**src/rtl/mulacc_pkg.sv**
```systemverilog
// Shared widths and state encoding for the unsigned shift-add multiply-accumulate.
package mulacc_pkg;
    localparam int WIDTH_A = 32;
    localparam int WIDTH_B = 16;
    localparam int WIDTH_C = 5;
    localparam int PROD_W  = WIDTH_A + WIDTH_B;

    typedef enum logic {
        IDLE = 1'b0,
        RUN  = 1'b1
    } state_t;
endpackage

```
**src/rtl/multiply_accumulate32_unsigned_shift_add_if.sv**
```systemverilog
// Operand/result bundle between a requester and the multiply-accumulate unit.
interface multiply_accumulate32_unsigned_shift_add_if;
    import mulacc_pkg::*;

    logic               start;
    logic [WIDTH_A-1:0] quotient;
    logic [WIDTH_B-1:0] divisor;
    logic [WIDTH_B-1:0] remainder;
    logic [PROD_W-1:0]  product;
    logic               wide;
    logic               ready;
    logic               busy;
    logic [WIDTH_C-1:0] count;

    modport master (
        output start, quotient, divisor, remainder,
        input  product, wide, ready, busy, count
    );
    modport slave (
        input  start, quotient, divisor, remainder,
        output product, wide, ready, busy, count
    );
endinterface

```
**src/rtl/mulacc_step.sv**
```systemverilog
// One shift-add iteration: conditionally add the shifted multiplicand, then advance a and b.
module mulacc_step
    import mulacc_pkg::*;
#(
    parameter int PW = PROD_W,
    parameter int BW = WIDTH_B
) (
    input  logic [PW-1:0] acc,
    input  logic [PW-1:0] a,
    input  logic [BW-1:0] b,
    output logic [PW-1:0] acc_next,
    output logic [PW-1:0] a_next,
    output logic [BW-1:0] b_next,
    output logic          b_next_zero
);
    assign acc_next    = b[0] ? acc + a : acc;
    assign a_next      = a << 1;
    assign b_next      = b >> 1;
    assign b_next_zero = (b_next == '0);
endmodule

```
**src/rtl/multiply_accumulate32_unsigned_shift_add.sv**
```systemverilog
// Sequential product = quotient * divisor + remainder, one multiplier bit per clock.
// Define MULACC_EARLY_EXIT_EN to stop as soon as the remaining multiplier bits are zero.
module multiply_accumulate32_unsigned_shift_add
    import mulacc_pkg::*;
(
    input logic clock,
    input logic reset,
    multiply_accumulate32_unsigned_shift_add_if.slave bus
);
    state_t             state;
    logic [PROD_W-1:0]  acc, a, acc_next, a_next;
    logic [WIDTH_B-1:0] b, b_next;
    logic               b_next_zero;
    logic [PROD_W-1:0]  product;
    logic               wide, ready, busy, last;
    logic [WIDTH_C-1:0] count;

    mulacc_step #(.PW(PROD_W), .BW(WIDTH_B)) step (
        .acc         (acc),
        .a           (a),
        .b           (b),
        .acc_next    (acc_next),
        .a_next      (a_next),
        .b_next      (b_next),
        .b_next_zero (b_next_zero)
    );

`ifdef MULACC_EARLY_EXIT_EN
    assign last = b_next_zero || (count == WIDTH_C'(WIDTH_B - 1));
`else
    assign last = (count == WIDTH_C'(WIDTH_B - 1));
`endif

    always_ff @(posedge clock) begin
        if (reset) begin
            state   <= IDLE;
            acc     <= '0;
            a       <= '0;
            b       <= '0;
            count   <= '0;
            busy    <= 1'b0;
            ready   <= 1'b0;
            product <= '0;
            wide    <= 1'b0;
        end else begin
            case (state)
                IDLE: if (bus.start) begin
                    acc   <= PROD_W'(bus.remainder);
                    a     <= PROD_W'(bus.quotient);
                    b     <= bus.divisor;
                    count <= '0;
                    busy  <= 1'b1;
                    ready <= 1'b0;
                    state <= RUN;
                end
                RUN: begin
                    acc   <= acc_next;
                    a     <= a_next;
                    b     <= b_next;
                    count <= count + WIDTH_C'(1);
                    // start is not looked at here, so a request on the final edge is dropped
                    if (last) begin
                        state   <= IDLE;
                        busy    <= 1'b0;
                        ready   <= 1'b1;
                        product <= acc_next;
                        wide    <= |acc_next[PROD_W-1:WIDTH_A];
                    end
                end
                default: state <= IDLE;
            endcase
        end
    end

    assign bus.product = product;
    assign bus.wide    = wide;
    assign bus.ready   = ready;
    assign bus.busy    = busy;
    assign bus.count   = count;
endmodule

```
**src/flat_wrapper.sv**
```systemverilog
// flat-port wrapper written by rule: the top's interface ports become plain ports
module multiply_accumulate32_unsigned_shift_add_flat import mulacc_pkg::*;
  (clock, reset, bus_start, bus_quotient, bus_divisor, bus_remainder, bus_product, bus_wide, bus_ready, bus_busy, bus_count);
  multiply_accumulate32_unsigned_shift_add_if bus_i ();
  input logic clock;
  input logic reset;
  input wire logic [$bits(bus_i.start)-1:0] bus_start;
  input wire logic [$bits(bus_i.quotient)-1:0] bus_quotient;
  input wire logic [$bits(bus_i.divisor)-1:0] bus_divisor;
  input wire logic [$bits(bus_i.remainder)-1:0] bus_remainder;
  output wire logic [$bits(bus_i.product)-1:0] bus_product;
  output wire logic [$bits(bus_i.wide)-1:0] bus_wide;
  output wire logic [$bits(bus_i.ready)-1:0] bus_ready;
  output wire logic [$bits(bus_i.busy)-1:0] bus_busy;
  output wire logic [$bits(bus_i.count)-1:0] bus_count;
  assign bus_i.start = bus_start;
  assign bus_i.quotient = bus_quotient;
  assign bus_i.divisor = bus_divisor;
  assign bus_i.remainder = bus_remainder;
  assign bus_product = bus_i.product;
  assign bus_wide = bus_i.wide;
  assign bus_ready = bus_i.ready;
  assign bus_busy = bus_i.busy;
  assign bus_count = bus_i.count;
  multiply_accumulate32_unsigned_shift_add u_core (.clock(clock), .reset(reset), .bus(bus_i));
endmodule
```
**config.mk**
```make
export PLATFORM = sky130hd
export DESIGN_NAME = multiply_accumulate32_unsigned_shift_add_flat
export DESIGN_NICKNAME = d
export VERILOG_FILES = /design/src/rtl/mulacc_pkg.sv /design/src/rtl/multiply_accumulate32_unsigned_shift_add_if.sv /design/src/rtl/mulacc_step.sv /design/src/rtl/multiply_accumulate32_unsigned_shift_add.sv /design/src/flat_wrapper.sv
export SDC_FILE = /design/constraint.sdc
export NUM_CORES = 1
export LEC_CHECK = 0
export ABC_AREA = 1
export CAP_MARGIN = 20
export CELL_PAD_IN_SITES_DETAIL_PLACEMENT = 0
export CELL_PAD_IN_SITES_GLOBAL_PLACEMENT = 1
export CORE_ASPECT_RATIO = 0.6
export CORE_MARGIN = 2
export CORE_UTILIZATION = 43
export DETAILED_ROUTE_END_ITERATION = 8
export PLACE_DENSITY = 0.85
export SYNTH_ARGS = -nofsm -noshare
export SYNTH_HDL_FRONTEND = slang
export SYNTH_HIERARCHICAL = 1
export SYNTH_SLANG_ARGS = --single-unit
```
**constraint.sdc**
```tcl
create_clock -name clock -period 4.1 [get_ports clock]
set_input_delay 0.41 -clock clock [delete_from_list [all_inputs] [get_ports clock]]
set_output_delay 0.41 -clock clock [all_outputs]
set_load 0.005 [all_outputs]
```
==> results.py, run 1 <==
metrics = {
    "power_and_ir_drop": {
        "leakagePower_nw": 6.81,
        "pwr_density_cell_nw_per_um2": 285,
        "ir_drop_mv": 0.243,
        "total_power_w": 0.00387,
    },
    "cells_and_area": {
        "layout-drive-gt1-share": 0.0682,
        "final_common_cell": "nand2_1",
        "fin_area_um2": 13600,
        "syn_to_final_growth_pct": 12.7,
        "nets": 2172,
        "mostFrequentLayoutCells": "nand2_1, inv_1, dfxtp_1, nand3_1, a21oi_1",
        "layout.cells.non_filler": 2434,
        "antenna_cells": 0,
    },
    "setup_path": {
        "path_common_cell": "nand2_1",
        "worstPathCellList": "ha_1 -> inv_1 -> fa_1 -> inv_1 -> nand2_1 -> nand2_1 -> nand3_1 -> nand2_1 -> nand2_1 -> nand3_2 -> nand2_1 -> nand2_1 -> nand2_1 -> nand3_1 -> nand2_1 -> inv_1 -> nand2_1 -> nor2_1 -> nand3_1 -> nor2_1 -> nor2_1",
        "cp_num_buf_inv": 3,
        "critPathMaxFanout": 4,
        "crit_required_ns": 4.46,
        "cpPeakStageDelay_ns": 0.38,
        "crit_family": "simple AND/OR/NAND/NOR gates",
        "cp_slowest_cell": "fa_1",
        "critical_path_class": "flip-flop to flip-flop",
        "critPathArrivalTime_ns": 3.31,
        "crit_path_end_kind": "flip-flop",
        "critPathLaunchType": "flip-flop",
    },
    "floorplan": {
        "core_area_um2": 27600,
        "start_util": 0.437,
        "die_y_um": 134,
        "die_w_um": 220,
        "ios": 123,
        "num_rows": 47,
        "die-area_um2": 29400,
    },
    "sta": {
        "maxSlewHeadroom": 0.296,
        "fmax_mhz": 338,
        "rsz0062_at_grt": "no",
        "period_needed_ns": 2.96,
        "period_share": 0.721,
        "setup_viol": 0,
        "final.setup.tns_ns": 0,
        "tightest_slew_ns": 1.06,
        "clock_skew_ns": 0.0133,
        "hold_violations": 0,
        "drv_slew": 0,
    },
    "route": {
        "wl_per_cell_um": 15.5,
        "drtIter0Drc": 1138,
        "ant_nets": 0,
        "drc": 0,
        "topRoutingLayerUsed": "met4",
        "vias": 12019,
        "wl_met2_um": 13800,
        "drt_first_pass_iters": 5,
        "wirelength_um": 37600,
        "wl_met1_um": 20200,
        "viasPerCell": 4.94,
        "wl_met3_um": 3240,
    },
    "run": {
        "cap_violations": 0,
    },
    "grt": {
        "grt_pass1_vias": 10666,
        "grt_overflow": 0,
        "grt_start_max_net_pins": 116,
        "antenna_found_initial": 0,
        "track_usage": 0.262,
        "grt_pass1_wl_um": 59400,
    },
    "clock_tree": {
        "ctsResizeCount": 0,
        "cts_setup_buffers": 0,
        "ctsHoldBuffers": 0,
        "cts_inserted_buffers": 17,
        "htreeDepth": 4,
        "cts_buffer_depth": 2,
        "cts-root-buf": "clkbuf_16",
        "cts.clk_slew.worst_paths_ns": 0.08,
        "clk_latency_ns": 0.46,
        "cts_tree": "yes",
        "clock-sinks": 169,
    },
    "synthesis": {
        "synth_area_um2": 12100,
        "synth_cells": 2036,
        "yosys_warnings": 6,
        "synth_area_per_cell_um2": 5.92,
    },
    "place": {
        "dp.cells": 2401,
        "io_buffers": 122,
        "gp_congestion": 0.995,
        "hpwlAfterDp_um": 28300,
        "postPlaceCellArea_um2": 13000,
    },
    "hold_path": {
        "hold_path.class": "primary input to flip-flop",
    },
    "outcome": {
        "status": "finished clean",
    },
}
through the flow:
step / worst slack, ns / hold slack, ns / utilization
6_report: 1.14 / 0.395 / 0.493
3_3_place_gp: 1.25 / 0.454 / 0.470
2_1_floorplan: 1.89 / 0.452 / -
5_1_grt: 0.876 / 0.389 / 0.493
4_1_cts: 1.22 / 0.373 / 0.492
3_5_place_dp: 1.24 / 0.458 / 0.470
sequential cells by signal, indices dropped and copies added (netlist names):
name and flops:
u_core/a 48, u_core/acc 48, u_core/b 16, u_core/bus.busy 1, u_core/bus.count 5, u_core/bus.product 48, u_core/bus.ready 1, u_core/bus.wide 1
u_core/state 1
power by group:
| part | total, W | internal [W] | switching, W |
|---|---|---|---|
| sequential | 0.00173 | 0.00168 | 0.0000426 |
| clock | 0.00169 | 0.000898 | 0.000792 |
| combinational | 0.000453 | 0.000171 | 0.000281 |
| total | 0.00387 | 0.00275 | 0.00112 |
layer usage:
layer | global-route usage | vias to the layer above
li1 | - | 6151
met1 | 0.430 | 5432
met2 | 0.337 | 414
met3 | 0.0603 | 22
met4 | 0.0470 | 0
met5 | 0 | -
final cells by class:
type                    count  area [µm²]
fillers                  2902       14000
multi-input cells        1429        6660
flip-flops and latches    169        3390
repair buffers            133        1330
inverters                 304        1140
well taps                 367         459
clock buffers              19         453
clock inverters            13         154
path summary, 6_finish.rpt:
| kind | start | to | slack [ns] | depth (start not counted) |
|---|---|---|---|---|
| setup / recovery | u_core/acc[0] | u_core/bus.wide | 1.14 | 21 |
| hold / removal | reset | u_core/bus.product[0] | 0.39 | 2 |
| setup reg to reg | u_core/acc[0] | u_core/bus.wide | 1.14 | 21 |
| hold reg to reg | u_core/bus.product[9] | u_core/bus.product[9] | 0.46 | 2 |
(Power assumes the default switching activity.)
==> run 2, diff against run 1 <==
Settings changed: CORE_UTILIZATION 43 to 40, PLACE_DENSITY 0.85 to 0.8.
Clock period 4.1 ns to 3.1 ns, I/O delays scaled along.
==> run 2 against run 1 <==
Maximum frequency increased by 6.0%. Worst hold slack worse by 0.049 ns. Cell count is 2.0% higher. Clock-buffer cell count fell by 1. Via count up 0.82%. Final area rose by 0.63%. Non-clock buffer count rose by 7. Critical path type unchanged. Power rose by 29%. Largest power group unchanged.
==> results.py, run 2 (same netlist as run 1, synthesis figures left out) <==
metrics = {
    "outcome": {
        "status": "finished clean",
    },
    "setup_path": {
        "cp_num_buf_inv": 3,
        "cpPeakStageDelay_ns": 0.41,
        "critPathArrivalTime_ns": 3.14,
        "worstPathCellList": "ha_4 -> inv_1 -> fa_1 -> inv_1 -> nand2_1 -> nand2_1 -> nand3_1 -> nand2_2 -> nand2_1 -> nand3_2 -> nand2_1 -> nand2_1 -> nand2_1 -> nand3_1 -> nand2_1 -> inv_1 -> nand2_1 -> nor2_1 -> nand3_1 -> nor2_1 -> nor2_1",
        "cp_slowest_cell": "dfxtp_1",
        "rr_endpoint": "u_core/bus.wide",
        "critical_path_class": "flip-flop to flip-flop",
        "r2r_slack_ns": 0.31,
        "crit_family": "simple AND/OR/NAND/NOR gates",
        "r2r-start": "u_core/acc[0]",
        "critPathLaunchType": "flip-flop",
        "path_common_cell": "nand2_1",
        "critPathMaxFanout": 4,
        "worst-r2r-cell-count": 21,
        "crit_path_end_kind": "flip-flop",
        "crit_required_ns": 3.45,
    },
    "cells_and_area": {
        "n_fill_cell": 3229,
        "reg_top3": "u_core/a: 48 flops, u_core/acc: 48 flops, u_core/bus.product: 48 flops",
        "nets": 2179,
        "mostFrequentLayoutCells": "nand2_1, inv_1, dfxtp_1, a21oi_1, nand3_1",
        "layout-drive-gt1-share": 0.0723,
        "syn_to_final_growth_pct": 13.4,
        "antenna_cells": 0,
        "final_common_cell": "nand2_1",
    },
    "floorplan": {
        "start_util": 0.405,
        "die_y_um": 138,
        "die_w_um": 228,
        "die-area_um2": 31600,
        "num_rows": 49,
        "ios": 123,
        "core_area_um2": 29800,
    },
    "run": {
        "cap_violations": 0,
    },
    "clock_tree": {
        "cts.clk_slew.worst_paths_ns": 0.07,
        "cts_tree": "yes",
        "cts_inserted_buffers": 17,
        "cts_setup_buffers": 0,
        "cts_buffer_depth": 2,
        "clk_latency_ns": 0.46,
        "clock-sinks": 169,
        "cts-root-buf": "clkbuf_16",
        "htreeDepth": 4,
    },
    "sta": {
        "clock_skew_ns": 0.0152,
        "rsz0062_at_grt": "no",
        "maxSlewHeadroom": 0.413,
        "final.setup.tns_ns": 0,
        "hold_violations": 0,
        "setup_ws_ns": 0.311,
        "tightest_slew_ns": 0.879,
        "period_share": 0.900,
        "setup_viol": 0,
        "fmax_mhz": 359,
        "drv_slew": 0,
        "period_needed_ns": 2.79,
    },
    "route": {
        "wirelength_um": 38300,
        "drc": 0,
        "wl_per_cell_um": 15.4,
        "drtIter0Drc": 1085,
        "viasPerCell": 4.88,
        "drt_first_pass_iters": 5,
        "vias": 12118,
        "ant_nets": 0,
    },
    "grt": {
        "grt_pass1_wl_um": 59900,
        "antenna_found_initial": 0,
        "grt_start_max_net_pins": 75,
        "grt_overflow": 0,
        "grt_pass1_vias": 10690,
        "track_usage": 0.242,
    },
    "place": {
        "place_ws_ns": 0.224,
        "gp_congestion": 0.952,
        "hpwlAfterDp_um": 29300,
        "io_buffers": 122,
    },
    "power_and_ir_drop": {
        "clockPowerShare": 0.424,
        "p_sw_w": 0.00149,
        "swShare": 0.297,
        "power_frac_comb": 0.120,
        "intPower_w": 0.00352,
        "leakagePower_nw": 6.83,
        "seqPwrFrac": 0.457,
        "ir_drop_mv": 0.278,
        "pwr_density_cell_nw_per_um2": 366,
    },
    "hold_path": {
        "hp-start": "reset",
        "whs_path_depth": 2,
        "whs_endpoint": "u_core/bus.count[1]",
        "hold_path.class": "primary input to flip-flop",
    },
}
-- run 2: cell types whose count changed in the layout (fill, tap and decap cells not counted), moves of 2 or more --
cell | before | now
buf_4 | 10 | 16
buf_12 | 1 | 3
clkbuf_8 | 2 | 0
clkinv_2 | 0 | 2
clkinv_4 | 3 | 1
-- run 2: metrics by stage --
step	power, W	hold slack, ns	std cells	utilization	cell area [µm²]
after floorplan	0.00276	0.452	2037	-	12100
after global placement	0.00293	0.455	2450	0.439	13100
after detailed placement	0.00293	0.455	2450	0.439	13100
after CTS	0.00504	0.324	2482	0.458	13700
after global routing	0.00522	0.352	2482	0.459	13700
final	0.00501	0.345	2482	0.459	13700
-- run 2: power groups by stage --
stage	sequential, W	combinational, W	clock (W)
6_report	0.00229	0.000599	0.00212
5_1_grt	0.00230	0.000665	0.00226
4_1_cts	0.00229	0.000597	0.00216
3_5_place_dp	0.00234	0.000593	0
3_3_place_gp	0.00233	0.000591	0
2_1_floorplan	0.00231	0.000451	0
-- run 2: cell type report --
cell class	instances	area [µm²]	share of cell area
timing repair buffer	140	1390	0.102
clock buffer	18	429	0.0314
clock inverter	14	135	0.00988
multi-input combinational	1429	6680	0.489
inverter	304	1140	0.0834
sequential	169	3390	0.248
tap	408	510	0.0373
-- run 2: what timing repair did --
action | 4_1_cts | 5_1_grt
endpoints found under the setup margin | 0 | 1
hold buffers | 0 | 0
resized for setup | 0 | 4
-- run 2: worst max-delay path by stage --
stage                       to     startpoint  depth (start not counted)
4_1_cts        u_core/bus.wide  u_core/acc[0]                         19
2_1_floorplan  u_core/bus.wide    u_core/a[0]                         21
6_report       u_core/bus.wide  u_core/acc[0]                         21
3_5_place_dp   u_core/bus.wide  u_core/acc[0]                         19
5_1_grt        u_core/bus.wide  u_core/acc[0]                         21
3_3_place_gp   u_core/bus.wide    u_core/a[0]                         21
-- run 2: routing by layer --
| layer | track usage | up-vias | part of all wire |
|---|---|---|---|
| met5 | 0 | - | 0 |
| li1 | - | 6172 | - |
| met4 | 0.0509 | 0 | 0.010 |
| met1 | 0.399 | 5555 | 0.55 |
| met3 | 0.0464 | 22 | 0.074 |
| met2 | 0.311 | 369 | 0.37 |
==> run 3, diff against run 2 <==
Settings changed: CORE_UTILIZATION 40 to 45, DONT_BUFFER_PORTS set to 1.
Clock period 3.1 ns to 2.7 ns, I/O delays scaled along.
==> run 3 against run 2 <==
First-iteration DRC count decreased by 8.2%. Sequential power rose by 14%. Via count shrank 3.2%. Wire length shrank 1.6%. Clock power up 26%. Register-to-register slack worse by 0.13 ns. Cell count shrank 4.9%. Critical endpoint unchanged.
==> results.py, run 3 (same netlist as run 1, synthesis figures left out) <==
metrics = {
    "power_and_ir_drop": {
        "seqPwrFrac": 0.441,
        "total_power_w": 0.00594,
        "ir_drop_mv": 0.339,
        "leakagePower_nw": 6.61,
        "intPower_w": 0.00428,
        "p_sw_w": 0.00166,
        "clockPowerShare": 0.450,
        "swShare": 0.280,
        "pwr_density_cell_nw_per_um2": 453,
        "power_frac_comb": 0.109,
    },
    "clock_tree": {
        "cts_tree": "yes",
        "cts-root-buf": "clkbuf_16",
        "clk_latency_ns": 0.46,
        "cts_buffer_depth": 2,
        "cts_inserted_buffers": 17,
        "clock-sinks": 169,
        "htreeDepth": 4,
        "cts.clk_slew.worst_paths_ns": 0.07,
    },
    "sta": {
        "setup_viol": 0,
        "period_needed_ns": 2.52,
        "tightest_slew_ns": 0.638,
        "hold-worst-slack_ns": 0.0229,
        "setup_ws_ns": 0.179,
        "maxSlewHeadroom": 0.575,
        "final.setup.tns_ns": 0,
        "rsz0062_at_grt": "no",
        "drv_slew": 0,
        "hold_violations": 0,
        "period_share": 0.934,
        "fmax_mhz": 397,
        "clock_skew_ns": 0.0214,
    },
    "place": {
        "gp_congestion": 0.992,
        "place_ws_ns": -0.0589,
        "postPlaceCellArea_um2": 12000,
        "hpwlAfterDp_um": 28500,
        "io_buffers": 0,
    },
    "floorplan": {
        "core_area_um2": 26400,
        "start_util": 0.457,
        "die-area_um2": 28200,
        "die_y_um": 131,
        "ios": 123,
        "die_w_um": 215,
        "num_rows": 46,
    },
    "setup_path": {
        "critPathMaxFanout": 4,
        "critPathLaunchType": "flip-flop",
        "crit_path_end_kind": "flip-flop",
        "critPathArrivalTime_ns": 2.87,
        "crit_required_ns": 3.05,
        "critical_path_class": "flip-flop to flip-flop",
    },
    "route": {
        "drt_first_pass_iters": 5,
        "ant_nets": 0,
        "drtIter0Drc": 996,
        "wl_per_cell_um": 16.0,
        "vias": 11731,
        "drc": 0,
        "viasPerCell": 4.97,
        "wirelength_um": 37700,
    },
    "cells_and_area": {
        "layout-drive-gt1-share": 0.111,
        "antenna_cells": 0,
        "reg_top3": "u_core/a: 48 flops, u_core/acc: 48 flops, u_core/bus.product: 48 flops",
        "n_fill_cell": 2835,
        "syn_to_final_growth_pct": 8.76,
        "final_common_cell": "nand2_1",
        "nets": 2106,
        "fin_area_um2": 13100,
        "mostFrequentLayoutCells": "nand2_1, inv_1, dfxtp_1, nand3_1, a21oi_1",
    },
    "grt": {
        "grt_pass1_vias": 10722,
        "antenna_found_initial": 0,
        "grt_start_max_net_pins": 118,
        "track_usage": 0.272,
        "grt_pass1_wl_um": 59100,
        "grt_overflow": 0,
    },
    "outcome": {
        "status": "finished clean",
    },
    "run": {
        "cap_violations": 0,
    },
    "hold_path": {
        "hold_path.class": "primary input to flip-flop",
    },
}
## run 3: area by class of cell
cell class | count | area, µm² | area share
Clock buffer | 20 | 437 | 0.0333
Clock inverter | 12 | 181 | 0.0138
Inverter | 304 | 1140 | 0.0870
Multi-Input combinational cell | 1429 | 6900 | 0.526
Sequential cell | 169 | 3390 | 0.259
Tap cell | 360 | 450 | 0.0344
Timing Repair Buffer | 67 | 606 | 0.0462
## run 3: path summary, 6_finish.rpt
check / startpoint / endpoint / slack (ns) / cells after the start
setup / recovery: u_core/a[8] / u_core/bus.wide / 0.18 / 18
hold / removal: bus_quotient[9] / u_core/a[9] / 0.02 / 4
setup reg to reg: u_core/a[8] / u_core/bus.wide / 0.18 / 18
hold reg to reg: u_core/bus.product[15] / u_core/bus.product[15] / 0.48 / 2
## run 3: critical path: stages (launching register included)
cell	delay (ns)
dfxtp_1	0.33
ha_1	0.30
buf_4	0.15
nand2_1	0.15
inv_1	0.06
nand2_1	0.06
nand2_1	0.08
inv_1	0.10
nand3_4	0.12
nand2_1	0.08
nand2_1	0.13
nand2_2	0.11
nand3_1	0.09
nand3_2	0.12
nand2_1	0.12
nor2_4	0.16
nand3_1	0.09
nor2_1	0.12
nor2_1	0.04
## run 3: power by group through the flow
stage / clock [W] / sequential [W] / combinational (W)
6_report: 0.00268 / 0.00262 / 0.000648
2_1_floorplan: 0 / 0.00265 / 0.000518
3_5_place_dp: 0 / 0.00267 / 0.000576
4_1_cts: 0.00273 / 0.00261 / 0.000630
5_1_grt: 0.00282 / 0.00263 / 0.000726
3_3_place_gp: 0 / 0.00267 / 0.000570
## run 3: metrics by stage
stage | std cells | utilization
floorplan | 2037 | -
finish | 2361 | 0.497
detailed placement | 2309 | 0.456
global placement | 2309 | 0.456
global route | 2361 | 0.497
CTS | 2360 | 0.488
## run 3: metal layers
metal	track usage	part of all wire	vias to the layer above
li1	-	-	6020
met1	0.427	0.54	5323
met2	0.365	0.37	371
met3	0.0706	0.090	17
met4	0.0471	0.0059	0
met5	0	0	-
## run 3: what timing repair did
action,CTS,global route
resized for setup,2,55
hold endpoints to repair,118,0
hold buffers,19,0
endpoints found under the setup margin,1,5
pin swaps,0,3
buffers inserted,0,1
